--- src/rtl/writeback_queue.sv ---
// Write-side front end for the 16x16 register file: merges ALU and load-return
// results, buffers collisions and issues one write command per cycle.
module writeback_queue #(
  parameter int unsigned DEPTH = 4
) (
  input  logic        clk,
  input  logic        reset_n,
  input  logic        aluValid,
  input  logic        aluDestEn,
  input  logic [3:0]  aluDest,
  input  logic [15:0] aluResult,
  input  logic        aluR0En,
  input  logic [15:0] aluR0Result,
  input  logic        memValid,
  input  logic [3:0]  memDest,
  input  logic [15:0] memData,
  output logic        stall,
  output logic [1:0]  registerWrite,
  output logic [3:0]  regWriteLocal,
  output logic [15:0] dataWrite,
  output logic [15:0] r0Write,
  input  logic [3:0]  queryA,
  input  logic [3:0]  queryB,
  output logic        pendingA,
  output logic        pendingB
);

  localparam int unsigned PTR_W = (DEPTH > 1) ? $clog2(DEPTH) : 1;
  localparam int unsigned CNT_W = $clog2(DEPTH + 1);

  typedef struct packed {
    logic        d_en;
    logic [3:0]  dest;
    logic [15:0] d_data;
    logic        r0_en;
    logic [15:0] r0_data;
  } wb_entry_t;

  wb_entry_t        fifo_q [DEPTH];
  logic [PTR_W-1:0] rd_ptr_q, rd_ptr_d, wr_ptr_q, wr_ptr_d;
  logic [CNT_W-1:0] count_q, count_d;

  logic      alu_acc, mem_acc, fifo_has;
  wb_entry_t alu_entry, mem_entry, first_entry;
  logic      first_v, second_v;
  wb_entry_t load_entry, push0, push1;
  logic      load_v, push0_v, push1_v;

  assign stall    = count_q > CNT_W'(DEPTH - 2);
  assign fifo_has = count_q != '0;
  assign alu_acc  = !stall && aluValid && (aluDestEn || aluR0En);
  assign mem_acc  = !stall && memValid;

  assign alu_entry   = '{aluDestEn, aluDest, aluResult, aluR0En, aluR0Result};
  assign mem_entry   = '{1'b1, memDest, memData, 1'b0, 16'h0000};
  assign first_v     = alu_acc || mem_acc;
  assign first_entry = alu_acc ? alu_entry : mem_entry;
  assign second_v    = alu_acc && mem_acc;

  // Oldest candidate goes to the output stage, the rest are pushed in age order
  always_comb begin
    load_v     = 1'b0;
    load_entry = '0;
    push0_v    = 1'b0;
    push0      = '0;
    push1_v    = 1'b0;
    push1      = '0;
    if (fifo_has) begin
      load_v     = 1'b1;
      load_entry = fifo_q[rd_ptr_q];
      push0_v    = first_v;
      push0      = first_entry;
      push1_v    = second_v;
      push1      = mem_entry;
    end else begin
      load_v     = first_v;
      load_entry = first_entry;
      push0_v    = second_v;
      push0      = mem_entry;
    end
    count_d  = count_q + CNT_W'(push0_v) + CNT_W'(push1_v) - CNT_W'(fifo_has);
    wr_ptr_d = wr_ptr_q + PTR_W'(push0_v) + PTR_W'(push1_v);
    rd_ptr_d = rd_ptr_q + PTR_W'(fifo_has);
  end

  always_ff @(posedge clk or negedge reset_n) begin
    if (!reset_n) begin
      count_q  <= '0;
      rd_ptr_q <= '0;
      wr_ptr_q <= '0;
    end else begin
      count_q  <= count_d;
      rd_ptr_q <= rd_ptr_d;
      wr_ptr_q <= wr_ptr_d;
    end
  end

  // Entry storage carries no reset; liveness comes from the pointers and count
  always_ff @(posedge clk) begin
    if (push0_v) fifo_q[wr_ptr_q] <= push0;
    if (push1_v) fifo_q[wr_ptr_q + PTR_W'(1)] <= push1;
  end

  always_ff @(posedge clk or negedge reset_n) begin
    if (!reset_n) begin
      registerWrite <= 2'b00;
      regWriteLocal <= 4'h0;
      dataWrite     <= 16'h0000;
      r0Write       <= 16'h0000;
    end else begin
      registerWrite <= load_v ? {load_entry.r0_en, load_entry.d_en} : 2'b00;
      if (load_v) begin
        regWriteLocal <= load_entry.dest;
        dataWrite     <= load_entry.d_data;
        r0Write       <= load_entry.r0_data;
      end
    end
  end

  function automatic logic entry_hits(input wb_entry_t e, input logic [3:0] q);
    return (e.d_en && (e.dest == q)) || (e.r0_en && (q == 4'h0));
  endfunction

  logic [PTR_W-1:0] ent_off  [DEPTH];
  logic [DEPTH-1:0] ent_live;

  // Hazards cover the output stage plus every live FIFO slot
  always_comb begin
    pendingA = (registerWrite[0] && (regWriteLocal == queryA)) ||
               (registerWrite[1] && (queryA == 4'h0));
    pendingB = (registerWrite[0] && (regWriteLocal == queryB)) ||
               (registerWrite[1] && (queryB == 4'h0));
    for (int i = 0; i < int'(DEPTH); i++) begin
      ent_off[i]  = PTR_W'(i) - rd_ptr_q;
      ent_live[i] = CNT_W'(ent_off[i]) < count_q;
      if (ent_live[i] && entry_hits(fifo_q[i], queryA)) pendingA = 1'b1;
      if (ent_live[i] && entry_hits(fifo_q[i], queryB)) pendingB = 1'b1;
    end
  end

endmodule
--- config.mk ---
export PLATFORM = sky130hd
export DESIGN_NAME = writeback_queue
export DESIGN_NICKNAME = d
export VERILOG_FILES = /design/src/rtl/writeback_queue.sv
export SDC_FILE = /design/constraint.sdc
export NUM_CORES = 1
export LEC_CHECK = 0
export CORE_ASPECT_RATIO = 2
export CORE_MARGIN = 1
export CORE_UTILIZATION = 45
export DETAILED_ROUTE_END_ITERATION = 10
export GPL_TIMING_DRIVEN = 0
export PLACE_DENSITY = 0.66
export SLEW_MARGIN = 5
export SYNTH_ARGS = -nofsm -noshare
export SYNTH_HDL_FRONTEND = slang
export SYNTH_SLANG_ARGS = --single-unit
--- constraint.sdc ---
create_clock -name clk -period 4.4 [get_ports clk]
set_input_delay 0.66 -clock clk [delete_from_list [all_inputs] [get_ports clk]]
set_output_delay 0.66 -clock clk [all_outputs]
set_load 0.05 [all_outputs]
# Word-level counts from Yosys, hierarchy flattened
# Memory sizes are Yosys's and may differ from the RTL's.
# Cells that the tools add are included.
[totals]
regBits = 45
ram_bits = 152
in_bits = 70
output_inout_bits = 41
wordCells = 102
memories = 1
[mem_list]
columns = ["memory", "depth", "word_bits", "read_ports", "rd_clocked_by_memory_dff", "write_ports", "line_no", "source"]
rows = [
  ["fifo_q", 4, 38, 5, 0, 2, "39", "wb_entry_t fifo_q [DEPTH];"],
]
[op_classes]
add_sub_neg = 11
magnitude_cmp = 5
eq_ne = 10
mux = 20
n_reduce_logical = 48
[op_table]
columns = ["cell", "count"]
rows = [
  ["$mux 38", 4],
  ["$eq 4x4->1", 10],
  ["$logic_and 1x1->1", 32],
  ["$mux 1", 15],
  ["$logic_or 1x1->1", 12],
  ["$lt 2x3->1", 4],
  ["$logic_not 4->1", 2],
  ["$add 2x1->2", 3],
  ["$add 3x1->3", 2],
  ["$sub 1x2->2 const A", 2],
  ["$sub 2x2->2 const A", 2],
  ["$gt 3x2->1 const B", 1],
  ["$reduce_bool 3->1", 1],
  ["$sub 3x1->3", 1],
  ["$add 2x1->2 const B", 1],
  ["$mux 2", 1],
  ["$logic_not 1->1", 1],
]

# Depth between registers and ports, before layout
# Gate-level depths: netlist (run 1).
[logic_depth]
word_depth = 9
depth_mapped = 11

# Worst setup path after synthesis (run 1)
# OpenSTA, ideal clock, no wires.
[synth_path]
path_kind = "flip-flop to output port"
startpoint = "reg rd_ptr_q[1]"
endpoint = "out pendingA"
arrival_ns = 2.799
setup_slack_ns = 0.941
path_stages_with_launch = 11
cell_sequence = "dfrtp_1 > clkbuf_1 > buf_2 > buf_2 > inv_1 > ha_1 > a21boi_0 > o21ai_0 > a32oi_1 > and4b_1 > o211ai_1"
[synth_via]
elab_chain_len = 7
elab_cells_between_ends = 16
cone_classes = "add/sub: 4; order compare: 4; mux: 4; reduce/logical: 4"
[synth_lines]
columns = ["element", "line_no", "source"]
rows = [
  ["from (decl)", "40", "logic [PTR_W-1:0] rd_ptr_q, rd_ptr_d, wr_ptr_q, wr_ptr_d;"],
  ["from (signal assigned)", "93", "rd_ptr_q <= rd_ptr_d;"],
  ["$sub 1x2->2", "134", "ent_off[i] = PTR_W'(i) - rd_ptr_q;"],
  ["$lt 2x3->1", "135", "ent_live[i] = CNT_W'(ent_off[i]) < count_q;"],
  ["$logic_and 1x1->1", "136", "if (ent_live[i] && entry_hits(fifo_q[i], queryA)) pendingA = 1'b1;"],
  ["$mux 1 (3 in a row)", "136", ""],
  ["$mux 1 (*)", "136", ""],
  ["to (decl)", "24", "output logic pendingA,"],
]
# Every way passes the cells marked *; elsewhere a longest branch is shown, timed or not.

# Worst setup path after layout (run 1)
[layout_path]
startpoint = "reg rd_ptr_q[0]"
endpoint = "out pendingB"
[layout_via]
elab_chain_len = 7
elab_cells_between_ends = 16
cone_classes = "add/sub: 4; order compare: 4; mux: 4; reduce/logical: 4"
[layout_lines]
columns = ["element", "line_no", "source"]
rows = [
  ["$sub 1x2->2", "134", ""],
  ["$lt 2x3->1", "135", ""],
  ["$logic_and 1x1->1", "137", "if (ent_live[i] && entry_hits(fifo_q[i], queryB)) pendingB = 1'b1;"],
  ["$mux 1 (3 in a row)", "137", ""],
  ["$mux 1 (*)", "137", ""],
  ["to (decl)", "25", "output logic pendingB"],
]
# Marked as above.

==> metrics.csv, run 1 <==
metric;value;unit
status;complete, no violations;
Critical Path RT;3740;ps
Setup TNS;0;ps
post-route cell area;11800;sq um
final wirelength;30.4;mm
Yosys top cell area share;26.0;%
Placed Area;11100;sq um
Core Box Area;21100;sq um
leading cell types in the layout, fill and taps excluded;98 x a22o_1, 98 x clkdlybuf4s50_1, 89 x nor2_1;
Tmin final;4130;ps
grt met3 use;3.63;%
cell mode on critical path;buf_2;
CP arrival;3470;ps
Clock transition at path regs;70;ps
worst setup margin;274;ps
Setup Crit Path Kind;flip-flop to primary output;
CP endpoint kind;primary output;
# nets final;1027;
Worst VDD drop;0.000435;V
Fin. Hold Viols;0;
hpwl dp;21.4;mm
area grow syn2layout;21.1;%
PD cells;722;nW/um^2
synthesized flop and latch total;197;
global route overflow;0;
ANT cells;0;
Final period util;93.8;%
placed instance count;1199;
Die ar.;22200;sq um
Slew @ Worst Pin;1130;ps
CTS buffer count;17;
routed vias/inst;6.22;
worst-skew pair later-pin latency;460;ps
Top Usage Layer GRT;met2;
I/O Pins;111;
Seq/Total Area, Yosys;51.6;%
pin count of the biggest net entering global routing;29;
Yosys top cell by area;edfxtp_1;
Detail Route Antenna Nets;0;
syn nets;905;
Row Count;75;
CTS H-Tree Depth;4;
synthesized cell area;9720;sq um
DRC viols;0;
Startpoint Class;flip-flop;
Max Cap Viol;0;
worst rel slew slack;24.7;%
Synth Instances;826;
post-synthesis mux area share;9.12;%
first-pass GRT wire length;46.1;mm
antenna violations before repair;0;
drt pass-1 iters;7;
Post-synth ARST share;22.8;%
final max-slew violation count;0;
clk sink count;197;
Initial Utilization;46.0;%
GRT met1 Usage;29.6;%
FMAX;242;MHz
Clock Tree Root;clkbuf_16;
total leakage power;4.52;nW
Die X-Extent;106;um
global-route usage over all layers;28.5;%
WL/cell;24.7;um
XOR/XNOR share of the synthesized area;4.15;%
Reg2Reg Depth;9;
slowest CP cell;clkdlybuf4s15_2;
CP delay by family, top;buffers and inverters;
Max clock buf depth;2;
Buf/Inv on CP;4;
reg2reg end;fifo_q[3][34];
Port Buffers;101;
count of cell types in the netlist;56;
global routing usage on met2;53.2;%
largest cells by area after synthesis;edfxtp_1 26%, dfxtp_1 14%, dfrtp_1 12%;
Synth Flop Type;edfxtp_1;
layout cells sized above 1;15.1;%
CTS tree;done;
# setup viols final;0;
vias in the first global route;7872;
RSZ-0062 raised after global routing;false;
largest family of logic cells by synthesized area;compound AO/OA/AOI/OAI gates;
reg2reg start;count_q[1];
simple-gate area share of the yosys netlist;9.74;%
DRT iter0 DRCs;622;
class of the worst hold path;input port to asynchronous set/reset pin;
CP Max Fanout;10;
total vias in the final route;7654;
flop2flop setup slack;1310;ps
post-synthesis compound-gate area fraction;19.6;%
crit-path cells;clkbuf_1, buf_2, buf_2, xnor2_1, ha_1, a31oi_1, nand2_1, and4b_1, o211ai_1, clkdlybuf4s15_2;
Place WS;19.9;ps
Worst path max stage delay;400;ps
Adder-Cell Fraction of Synth Area;1.24;%
DIE HEIGHT;210;um
Synth Warn #;0;
EDFF count, synth;84;
Syn Area/Cell;11.8;sq um
RD Place Congestion;0.894;
Layout Cells excl Fill;1230;
Final Skew;6.81;ps
[metal layers]
layer | routed length [um] | part of all wire, % | up-vias
li1 | - | - | 3414
met3 | 1570 | 5.2 | 90
met5 | 0 | 0 | -
met4 | 1560 | 5.1 | 0
met1 | 10500 | 35 | 3812
met2 | 16800 | 55 | 338
[cells in the mapped netlist (all sizes together) (8+ instances only)]
master  instances
a22oi          62
ha              8
o22ai          10
a21oi          20
edfxtp         84
xor2           23
nor2           96
o21ai          11
nand2          49
dfrtp          45
buf            54
a221o          14
a22o           98
clkbuf         19
nand3          22
a31oi           9
xnor2          23
dfxtp          68
mux4           38
inv            16
[registers in the layout, indices dropped and copies added, names as in the netlist]
| name | flops |
|---|---|
| count_q | 3 |
| dataWrite | 16 |
| fifo_q | 152 |
| r0Write | 16 |
| rd_ptr_q | 2 |
| regWriteLocal | 4 |
| registerWrite | 2 |
| wr_ptr_q | 2 |
[report_power, final]
| group | internal (mW) | switching (mW) |
|---|---|---|
| registers | 2.58 | 0.342 |
| logic | 1.57 | 2.35 |
| clock network | 0.949 | 0.712 |
[through the flow]
stage / total power, mW / util, % / hold WS, ps
after global placement: 6.77 / 52.4 / 451
after global routing: 8.88 / 55.7 / 342
after detailed placement: 6.85 / 52.8 / 455
after floorplan: 5.57 / - / 364
final: 8.50 / 55.7 / 289
after CTS: 8.51 / 55.8 / 317
[worst max path at each step]
stage / start / to / cells past startpoint
after detailed placement: rd_ptr_q[1] / pendingB / 11
after global routing: rd_ptr_q[0] / pendingA / 10
after floorplan: rd_ptr_q[1] / pendingA / 10
final: rd_ptr_q[0] / pendingB / 10
after global placement: aluR0En / fifo_q[2][31] / 6
after CTS: rd_ptr_q[1] / pendingA / 11
[kinds of logic after synthesis]
logic type               after synthesis
AO/OA/AOI/OAI                        242
XOR/XNOR                              46
adder cells (fa/ha/maj)                9
buffers and inverters                 89
flip-flops                           197
multiplexers                          41
AND/OR/NAND/NOR                      202
[area by class of cell]
class                   count  area, sq um
plain buffers              72          383
multi-input cells         540         4290
clock inverters             9          109
clock buffers              23          519
repair buffers            104         1070
flip-flops and latches    197         5010
inverters                  16         60.1
fillers                  1846         9340
well taps                 269          337
[what timing repair did]
item / CTS / global route
hold buffers: 0 / 0
resized for setup: 7 / 0
pin swaps: 0 / 0
setup buffers: 0 / 0
setup endpoints to repair: 2 / 2
(Power assumes the default switching activity.)
==> run 2: changes to the inputs <==
clock period = 4.3 ns   (was 4.4 ns; I/O delays follow)
==> metrics.csv, run 2 (synthesis gave the netlist of run 1 again) <==
metric;value;unit;change
total leakage power;4.52;nW;about the same
reg2reg end;fifo_q[3][34];;unchanged
Hold-fix buffers, CTS;0;;unchanged
# nets final;1027;;unchanged
status;complete, no violations;;unchanged
slowest CP cell;clkdlybuf4s15_2;;unchanged
worst rel slew slack;26.2;%;was 24.7%
final wirelength;30.5;mm;was 30.4 mm
Power Total;8.69;mW;was 8.50 mW
Clock transition at path regs;70;ps;about the same
CTS buffer count;17;;unchanged
max reg flops;152;;unchanged
fin util;55.8;%;was 55.7%
global-route usage over all layers;28.4;%;was 28.5%
routed vias/inst;6.23;;was 6.22
vias in the first global route;7858;;was 7,872
antenna violations before repair;0;;unchanged
CP delay by family, top;buffers and inverters;;unchanged
# Post-CTS Setup Buffers;0;;unchanged
Die X-Extent;106;um;unchanged
Placed Area;11100;sq um;unchanged
Worst path max stage delay;400;ps;about the same
Row Count;75;;unchanged
WL/cell;24.8;um;was 24.7 um
RSZ-0062 raised after global routing;false;;unchanged
Initial Utilization;46.0;%;unchanged
total vias in the final route;7657;;was 7,654
Place WS;-65.1;ps;was 19.9 ps
CTS tree;done;;unchanged
Largest regs;fifo_q x152, dataWrite x16, r0Write x16;;unchanged
Reg2Reg Depth;9;;unchanged
drt pass-1 iters;5;;was 7
Critical Path RT;3650;ps;was 3740 ps
layout cells sized above 1;15.1;%;unchanged
hpwl dp;21.4;mm;unchanged
Max clock buf depth;2;;unchanged
Worst VDD drop;0.000446;V;was 0.000435 V
Clock Tree Root;clkbuf_16;;unchanged
flop2flop setup slack;1240;ps;was 1310 ps
I/O Pins;111;;unchanged
post-route cell area;11800;sq um;about the same
worst-skew pair later-pin latency;460;ps;about the same
CP arrival;3380;ps;was 3470 ps
global route overflow;0;;unchanged
Slew @ Worst Pin;1110;ps;was 1130 ps
Multi-input gate area;4290;sq um;unchanged
RD Place Congestion;0.894;;unchanged
final max-slew violation count;0;;unchanged
class of the worst hold path;input port to asynchronous set/reset pin;;unchanged
area grow syn2layout;21.2;%;was 21.1%
reg2reg start;count_q[1];;unchanged
sequential cell area;5010;sq um;unchanged
Filler Cell Count;1845;;was 1,846
Die ar.;22200;sq um;unchanged
Startpoint Class;flip-flop;;unchanged
Tmin final;4030;ps;
DRT iter0 DRCs;554;;was 622
CP endpoint kind;primary output;;unchanged
PD cells;739;nW/um^2;was 722 nW/um^2
DRC viols;0;;unchanged
CP Max Fanout;10;;unchanged
clk sink count;197;;unchanged
Detail Route Antenna Nets;0;;unchanged
Final Skew;5.77;ps;was 6.81 ps
placed instance count;1199;;unchanged
# setup viols final;0;;unchanged
Fin. Hold Viols;0;;unchanged
ANT cells;0;;unchanged
DIE HEIGHT;210;um;unchanged
pin count of the biggest net entering global routing;29;;unchanged
worst setup margin;273;ps;was 274 ps
crit-path cells;clkbuf_1, clkbuf_4, buf_2, xnor2_1, ha_1, a31oi_1, nand2_1, and4b_1, o211ai_1, clkdlybuf4s15_2;;was clkbuf_1, buf_2, buf_2, xnor2_1, ha_1, a31oi_1, nand2_1, and4b_1, o211ai_1, clkdlybuf4s15_2
Port Buffers;101;;unchanged
CTS H-Tree Depth;4;;unchanged
Layout Cells excl Fill;1230;;unchanged
Buf/Inv on CP;4;;unchanged
Max Cap Viol;0;;unchanged
Final period util;93.6;%;
Core Box Area;21100;sq um;unchanged
Biggest register;fifo_q;;unchanged
leading cell types in the layout, fill and taps excluded;98 x a22o_1, 98 x clkdlybuf4s50_1, 89 x nor2_1;;unchanged
FMAX;248;MHz;
first-pass GRT wire length;46.0;mm;was 46.1 mm
Setup Crit Path Kind;flip-flop to primary output;;unchanged
==> run 2: cell types whose count changed in the layout (fill, tap and decap cells not counted), sizes merged <==
cell    change
buf         -1
clkbuf      +1
==> run 2: what timing repair did <==
item,4_1_cts,5_1_grt
resized for setup,7,1
gates cloned,0,0
pin swaps,0,0
endpoints found under the setup margin,2,2
==> run 2: how the worst max path moves through the flow <==
stage / startpoint / to / slack [ps] / cells past startpoint
2_1_floorplan: rd_ptr_q[1] / pendingA / 860 / 10
3_3_place_gp: aluR0En / fifo_q[2][31] / -1330 / 6
3_5_place_dp: rd_ptr_q[1] / pendingB / -70 / 11
4_1_cts: rd_ptr_q[0] / pendingB / 170 / 10
5_1_grt: rd_ptr_q[0] / pendingA / 30 / 10
6_report: rd_ptr_q[0] / pendingB / 270 / 10
==> run 2: layout make-up <==
| type | instances | share of cell area [%] |
|---|---|---|
| plain buffers | 72 | 3.27 |
| well taps | 269 | 2.86 |
| clock buffers | 23 | 4.41 |
| flip-flops and latches | 197 | 42.6 |
| multi-input cells | 540 | 36.4 |
| repair buffers | 104 | 9.06 |
| inverters | 16 | 0.510 |
| clock inverters | 9 | 0.925 |
==> run 2: power by group <==
group,switching (mW),internal [mW]
sequential,0.351,2.64
clock,0.725,0.971
combinational,2.41,1.61
==> run 2: worst register-to-register path, stage by stage, from the launching register on <==
cell     delay [ps]
dfrtp_1         430
inv_1           240
ha_1            290
inv_1           130
nand2_4         120
nand2_1          70
a221o_1         270
buf_6           150
buf_6           150
inv_1           790
==> run 2: stage by stage <==
step	setup TNS (ps)	hold WS, ps
detailed placement	-109	455
global placement	-77610	451
floorplan	0	349
global route	0	327
CTS	0	302
finish	0	278
==> run 2: metal layers <==
metal / up-vias / routed length [um] / track usage (%)
met5: - / 0 / 0
met2: 313 / 16700 / 52.8
met3: 85 / 1430 / 3.48
met1: 3847 / 10700 / 29.7
li1: 3412 / - / -
met4: 0 / 1610 / 17.9
